<file path="src/rtl/cdb_arbiter_pkg.sv">
// Shared definitions for the common data bus (CDB) result arbiter:
// payload widths and the fixed requester indices.
package cdb_arbiter_pkg;

    localparam int ROB_ID_W = 5;
    localparam int VALUE_W  = 32;
    localparam int ENTRY_W  = ROB_ID_W + VALUE_W;

    localparam int REQ_ALU = 0;
    localparam int REQ_BR  = 1;
    localparam int REQ_LS  = 2;

    typedef struct packed {
        logic [ROB_ID_W-1:0] rob_id;
        logic [VALUE_W-1:0]  value;
    } cdb_entry_t;

endpackage

</file>
<file path="src/rtl/result_fifo.sv">
// Per-requester result queue: QDEPTH entries of {rob_id, value}, with
// push/pop/flush and a registered occupancy count.
module result_fifo
    import cdb_arbiter_pkg::*;
#(
    parameter int QDEPTH = 2,
    parameter int CW     = $clog2(QDEPTH + 1)
) (
    input  logic               clk_in,
    input  logic               rst_in,
    input  logic               push,
    input  logic               pop,
    input  logic               flush,
    input  logic [ENTRY_W-1:0] din,
    output logic [ENTRY_W-1:0] dout,
    output logic [CW-1:0]      count
);

    localparam int PW = (QDEPTH > 1) ? $clog2(QDEPTH) : 1;

    logic [ENTRY_W-1:0] mem [QDEPTH];
    logic [PW-1:0]      wr_ptr;
    logic [PW-1:0]      rd_ptr;

    function automatic logic [PW-1:0] ptr_inc(input logic [PW-1:0] p);
        return (p == PW'(QDEPTH - 1)) ? '0 : p + 1'b1;
    endfunction

    assign dout = mem[rd_ptr];

    // NOTE: storage has no reset; occupancy lives in count/pointers, so stale data is never observed.
    always_ff @(posedge clk_in) begin
        if (push && !flush) begin
            mem[wr_ptr] <= din;
        end
    end

    // NOTE: sequential state uses <= so every register samples pre-edge values.
    always_ff @(posedge clk_in) begin
        if (rst_in || flush) begin
            wr_ptr <= '0;
            rd_ptr <= '0;
            count  <= '0;
        end else begin
            if (push) wr_ptr <= ptr_inc(wr_ptr);
            if (pop)  rd_ptr <= ptr_inc(rd_ptr);
            case ({push, pop})
                2'b10:   count <= count + 1'b1;
                2'b01:   count <= count - 1'b1;
                default: count <= count;
            endcase
        end
    end

endmodule

</file>
<file path="src/rtl/cdb_arbiter.sv">
// Round-robin arbiter that drains NREQ result queues onto a single registered
// common data bus, one broadcast per cycle.
module cdb_arbiter
    import cdb_arbiter_pkg::*;
#(
    parameter int NREQ   = REQ_LS + 1,
    parameter int QDEPTH = 2
) (
    input  logic                     clk_in,
    input  logic                     rst_in,
    input  logic                     rdy_in,
    input  logic                     _clear,
    input  logic [NREQ-1:0]          _req_valid,
    input  logic [ROB_ID_W*NREQ-1:0] _req_rob_id,
    input  logic [VALUE_W*NREQ-1:0]  _req_value,
    output logic [NREQ-1:0]          _req_full,
    output logic                     _cdb_ready,
    output logic [ROB_ID_W-1:0]      _cdb_rob_id,
    output logic [VALUE_W-1:0]       _cdb_value
);

    localparam int GW = (NREQ > 1) ? $clog2(NREQ) : 1;
    localparam int CW = $clog2(QDEPTH + 1);
    localparam logic [GW-1:0] LAST_IDX = GW'(NREQ - 1);
    localparam logic [CW-1:0] FULL_CNT = CW'(QDEPTH);

    logic [CW-1:0]      count [NREQ];
    logic [ENTRY_W-1:0] head  [NREQ];
    logic [NREQ-1:0]    push;
    logic [NREQ-1:0]    pop;
    logic [NREQ-1:0]    nonempty;
    logic [GW-1:0]      last_grant;
    logic [GW-1:0]      sel;
    logic               grant;
    logic               flush;
    logic               advance;

    assign flush   = rdy_in && _clear;
    assign advance = rdy_in && !_clear;

    for (genvar i = 0; i < NREQ; i++) begin : g_req
        assign nonempty[i]  = (count[i] != '0);
        // Full looks only at the registered count, so a same-cycle pop never admits a push.
        assign _req_full[i] = (count[i] == FULL_CNT) || !rdy_in;
        assign push[i]      = _req_valid[i] && !_req_full[i] && !_clear
                              && (_req_rob_id[i*ROB_ID_W +: ROB_ID_W] != '0);
        assign pop[i]       = advance && grant && (sel == GW'(i));

        result_fifo #(
            .QDEPTH (QDEPTH)
        ) u_fifo (
            .clk_in (clk_in),
            .rst_in (rst_in),
            .push   (push[i]),
            .pop    (pop[i]),
            .flush  (flush),
            .din    ({_req_rob_id[i*ROB_ID_W +: ROB_ID_W], _req_value[i*VALUE_W +: VALUE_W]}),
            .dout   (head[i]),
            .count  (count[i])
        );
    end

    // NOTE: every output of this block gets a default first, so no latch is inferred.
    always_comb begin
        logic [GW:0] cand;
        sel   = last_grant;
        grant = 1'b0;
        cand  = '0;
        for (int off = 1; off <= NREQ; off++) begin
            cand = {1'b0, last_grant} + (GW+1)'(off);
            if (cand >= (GW+1)'(NREQ)) cand = cand - (GW+1)'(NREQ);
            if (!grant && nonempty[cand[GW-1:0]]) begin
                grant = 1'b1;
                sel   = cand[GW-1:0];
            end
        end
    end

    always_ff @(posedge clk_in) begin
        if (rst_in) begin
            last_grant  <= LAST_IDX;
            _cdb_ready  <= 1'b0;
            _cdb_rob_id <= '0;
            _cdb_value  <= '0;
        end else if (rdy_in) begin
            if (_clear) begin
                _cdb_ready <= 1'b0;
                last_grant <= LAST_IDX;
            end else if (grant) begin
                _cdb_ready                 <= 1'b1;
                {_cdb_rob_id, _cdb_value}  <= head[sel];
                last_grant                 <= sel;
            end else begin
                _cdb_ready <= 1'b0;
            end
        end
    end

endmodule

</file>
<file path="config.mk">
export PLATFORM = sky130hd
export DESIGN_NAME = cdb_arbiter
export DESIGN_NICKNAME = d
export VERILOG_FILES = /design/src/rtl/cdb_arbiter_pkg.sv /design/src/rtl/result_fifo.sv /design/src/rtl/cdb_arbiter.sv
export SDC_FILE = /design/constraint.sdc
export NUM_CORES = 1
export LEC_CHECK = 0
export ABC_AREA = 1
export CORE_ASPECT_RATIO = 1.1
export CORE_MARGIN = 5
export CORE_UTILIZATION = 40
export DETAILED_ROUTE_END_ITERATION = 16
export GPL_ROUTABILITY_DRIVEN = 0
export PLACE_DENSITY = 0.61
export SYNTH_ARGS = -nofsm -noshare
export SYNTH_HDL_FRONTEND = slang
export SYNTH_SLANG_ARGS = --single-unit
</file>
<file path="constraint.sdc">
create_clock -name clk_in -period 4.9 [get_ports clk_in]
set_input_delay 0.735 -clock clk_in [delete_from_list [all_inputs] [get_ports clk_in]]
set_output_delay 0.735 -clock clk_in [all_outputs]
set_load 0.05 [all_outputs]
</file>
==> summary.log <==
INFO  outcome        run_status=completed
INFO  worst_setup_path worst_ep_arrival_time=3.94ns
INFO  sta            slew_headroom=0.203
INFO  placement      port_buffers=158
INFO  grt            grt_start_max_net_pins=55
INFO  cells_and_area antennaDiodeCount=0
INFO  placement      dp_slack=1.36ns
INFO  route          postRouteWirelength=27,000um
INFO  logic_synthesis yosys_most_used_dff=sky130_fd_sc_hd__edfxtp_1
INFO  logic_synthesis syn_avg_cell_area=12.2um^2
INFO  sta            rsz0062_at_grt=no
INFO  worst_setup_path most_frequent_cell_on_the_critical_path=sky130_fd_sc_hd__nand2_1
INFO  grt            grt_first_pass_wirelength=41,800um
INFO  die            ios=159
INFO  sta            final_max_slew_viol_count=0
INFO  logic_synthesis netlist_area=11,600um^2
INFO  clocking       insertion_delay=0.53ns
INFO  logic_synthesis synth-edff-count=222
INFO  cells_and_area regArea=7770um^2
INFO  sta            final.setup.tns=0ns
INFO  power_and_ir_drop netSwitchingPower=1.30mW
INFO  clocking       clkTransAtPathRegs=0.06ns
INFO  worst_setup_path critPathSlowestCell=sky130_fd_sc_hd__ha_1
INFO  route          postRouteAntennaNets=0
INFO  clocking       ctsHtreeMaxLevel=1
INFO  route          via_per_inst=4.97
INFO  die            fp.dieArea=32,500um^2
INFO  worst_setup_path slowest_delay=0.49ns
INFO  die            chipWidth=172um
INFO  clocking       ctsRootBufferMaster=sky130_fd_sc_hd__clkbuf_16
INFO  grt            globalRouteTotalUtil=0.163
INFO  clocking       tritoncts_clock_tree=built
INFO  placement      dpl.cell_count=1,442
INFO  sta            layout_worst_path_cycle_share=0.731
INFO  grt            grt_pass1_vias=7,304
INFO  logic_synthesis async_flop_share=0
INFO  sta            timing_worst_slew_pin_value=1.19ns
INFO  die            rows=65
INFO  sta            hold_viol_final=0
INFO  worst_setup_path worstSetupStartpoint=last_grant[0]
INFO  worst_setup_path worstPathMaxFanout=54
INFO  sta            final.setup_skew=0.00820ns
INFO  min_path       worst_hold_path_class=reg -> reg
INFO  placement      dp_hpwl=18,600um
INFO  worst_setup_path path_cells=inv_2 -> ha_1 -> nand2_1 -> nand2_1 -> nand2_2 -> nand2_4 -> nand3_2 -> nand2_4 -> inv_2 -> nand3_2 -> inv_1 -> ha_1 -> inv_1 -> nand2_1 -> nor2_1 -> nand2_1 -> nor3b_1
INFO  cells_and_area finish.cell_count_without_fillers=1,495
INFO  logic_synthesis synth_largest_area_cell=sky130_fd_sc_hd__edfxtp_1
INFO  logic_synthesis number_of_distinct_standard_cells_referenced_by_the_synthesized_netlist=25
INFO  power_and_ir_drop power.share.switching=0.235
INFO  die            die-height=189um
INFO  route          drc_viols=0
INFO  sta            postLayoutSetupSlackWorst=1.32ns
INFO  power_and_ir_drop power.internal=4.23mW
INFO  logic_synthesis postSynthRegisterBits=277
INFO  route          initialDrtViolationCount=525
INFO  clocking       post-cts-setup-buffer-count=0
INFO  worst_setup_path crit_path_end_kind=register
INFO  worst_setup_path cp-start-kind=register
INFO  logic_synthesis leading_cell_type_by_number_of_instances_after_synthesis=sky130_fd_sc_hd__edfxtp_1
INFO  clocking       clk_path_buf_depth=3
INFO  cells_and_area areaGrowthSynthToFinish=24.7%
INFO  cells_and_area final_layout_size_suffix_gt1_frac=0.130
INFO  route          post_dr_wirelength_cell=18.1um
INFO  grt            grt_overflow_total=0
INFO  worst_setup_path reg_to_reg_startpoint=last_grant[0]
INFO  logic_synthesis synthesis.instances=954
INFO  logic_synthesis synthesis.yosys.warnings=0
INFO  sta            finalSetupViolCount=0
INFO  route          routed-via-count=7,437
INFO  power_and_ir_drop static-leakage-power=4.99nW
INFO  logic_synthesis synth_seq_area_share=0.670
INFO  worst_setup_path critical_path_required=5.27ns
INFO  clocking       post_cts_hold_buffer_count=0
INFO  grt            antenna_found_initial=0
INFO  cells_and_area nFillCells=2,513
INFO  logic_synthesis synth_largest_type_area_fraction=0.575
INFO  worst_setup_path timing_worst_setup_path_type=reg -> reg
INFO  logic_synthesis synth.cells.most_frequent=sky130_fd_sc_hd__edfxtp_1, sky130_fd_sc_hd__nor2_1, sky130_fd_sc_hd__nand2_1
INFO  power_and_ir_drop pwr-share-seq=0.476
INFO  clocking       tritoncts_num_sinks=277
INFO  power_and_ir_drop comb_power_share=0.116
INFO  logic_synthesis yosys-top-cells-area=sky130_fd_sc_hd__edfxtp_1, sky130_fd_sc_hd__dfxtp_1, sky130_fd_sc_hd__mux2_2, sky130_fd_sc_hd__nor2_1, sky130_fd_sc_hd__nand2_1
INFO  die            initial_core_util=0.405
INFO  cells_and_area finish.net_count=1,230
INFO  power_and_ir_drop power.ir.vdd_worst=0.000214V
INFO  clocking       post_cts.resized_instances=0
INFO  power_and_ir_drop cellPowerDensity=382nW/um^2
INFO  sta            finalWorstPathRequiredPeriod=3.58ns
INFO  logic_synthesis synth.net_count=1,079
INFO  worst_setup_path worst-r2r-cell-count=17
INFO  min_path       holdCritStartpoint=g_req[1].u_fifo.rd_ptr
INFO  cells_and_area multiInputGateArea=3420um^2
INFO  flow_run       cap_viol_max_count=0
INFO  min_path       cell_count_of_the_worst_hold_path=2
INFO  clocking       numCtsBuffers=29
INFO  die            fp.coreArea=28,600um^2
INFO  route          firstDrtPassIters=5
INFO  power_and_ir_drop p_clk_frac=0.409
INFO  sta            clock.fmax=279MHz
final timing paths:
check | end | slack, ns
worst max-delay path | g_req[1].u_fifo.count[1] | 1.32
worst min-delay path | register | 0.48
worst max register to register | g_req[1].u_fifo.count[1] | 1.32
worst min register to register | register | 0.48
worst max-delay path: cells and delay by family (launching register included):
family	cells	cell delay (ns)
flip-flops	1	0.43
adder cells (fa/ha/maj)	2	0.79
buffers and inverters	4	0.59
AND/OR/NAND/NOR	11	1.55
routing by layer:
metal	part of all wire	GRT usage	wire, um
met4	0.020	0.0369	529
met2	0.44	0.244	12000
met1	0.47	0.250	12800
met3	0.065	0.0275	1770
met5	0	0	0
power groups by stage:
stage / Clock (mW) / Sequential (mW) / Combinational (mW)
final: 2.26 / 2.63 / 0.639
after global routing: 2.41 / 2.63 / 0.699
after CTS: 2.31 / 2.63 / 0.643
after detailed placement: 0 / 2.68 / 0.640
after global placement: 0 / 2.68 / 0.637
after floorplan: 0 / 2.74 / 0.334
layout make-up:
class / count / area share
Multi-Input combinational cell: 590 / 0.236
Timing Repair Buffer: 173 / 0.117
Clock inverter: 20 / 0.0171
Inverter: 34 / 0.00883
Sequential cell: 277 / 0.537
Tap cell: 368 / 0.0319
Clock buffer: 33 / 0.0512
kinds of logic (layout without fill, tap and decap cells):
kind of cell               count (synthesis)  in the layout  synth area share
DFF                                      277            277             0.670
adders and majority gates                  7              7           0.00755
muxes                                    111            111             0.102
buffers and inverters                     87            260            0.0395
AOI/OAI and AO/OA                         23             23           0.00993
and+or+nand+nor                          449            449             0.171
layout by cell type, fill, tap and decap left out, types with 15 or more instances in the layout:
master	count
sky130_fd_sc_hd__a21oi_1	18
sky130_fd_sc_hd__clkdlybuf4s50_1	158
sky130_fd_sc_hd__nand4_1	43
sky130_fd_sc_hd__nand2_1	139
sky130_fd_sc_hd__inv_1	29
sky130_fd_sc_hd__edfxtp_1	222
sky130_fd_sc_hd__nand3_1	82
sky130_fd_sc_hd__nor2_1	156
sky130_fd_sc_hd__mux2_2	61
sky130_fd_sc_hd__mux2i_1	50
sky130_fd_sc_hd__dfxtp_1	53
sky130_fd_sc_hd__clkbuf_16	29
sky130_fd_sc_hd__buf_4	15
state kept, by name, indices dropped and copies added, names as in the netlist, named ones only:
| name | cells |
|---|---|
| _cdb_value | 32 |
| _cdb_ready | 1 |
| g_req.u_fifo.count | 6 |
| g_req.u_fifo.mem | 222 |
| _cdb_rob_id | 5 |
| g_req.u_fifo.rd_ptr | 3 |
| g_req.u_fifo.wr_ptr | 3 |
| last_grant | 2 |
metrics by stage:
stage | cell area, um^2 | utilization | hold slack, ns | power [mW]
2_1_floorplan | 11600 | - | 0.459 | 3.08
3_3_place_gp | 13500 | 0.470 | 0.475 | 3.32
3_5_place_dp | 13500 | 0.470 | 0.478 | 3.32
4_1_cts | 14500 | 0.505 | 0.486 | 5.59
5_1_grt | 14500 | 0.505 | 0.515 | 5.75
6_report | 14500 | 0.505 | 0.483 | 5.53
(Power assumes the default switching activity.)
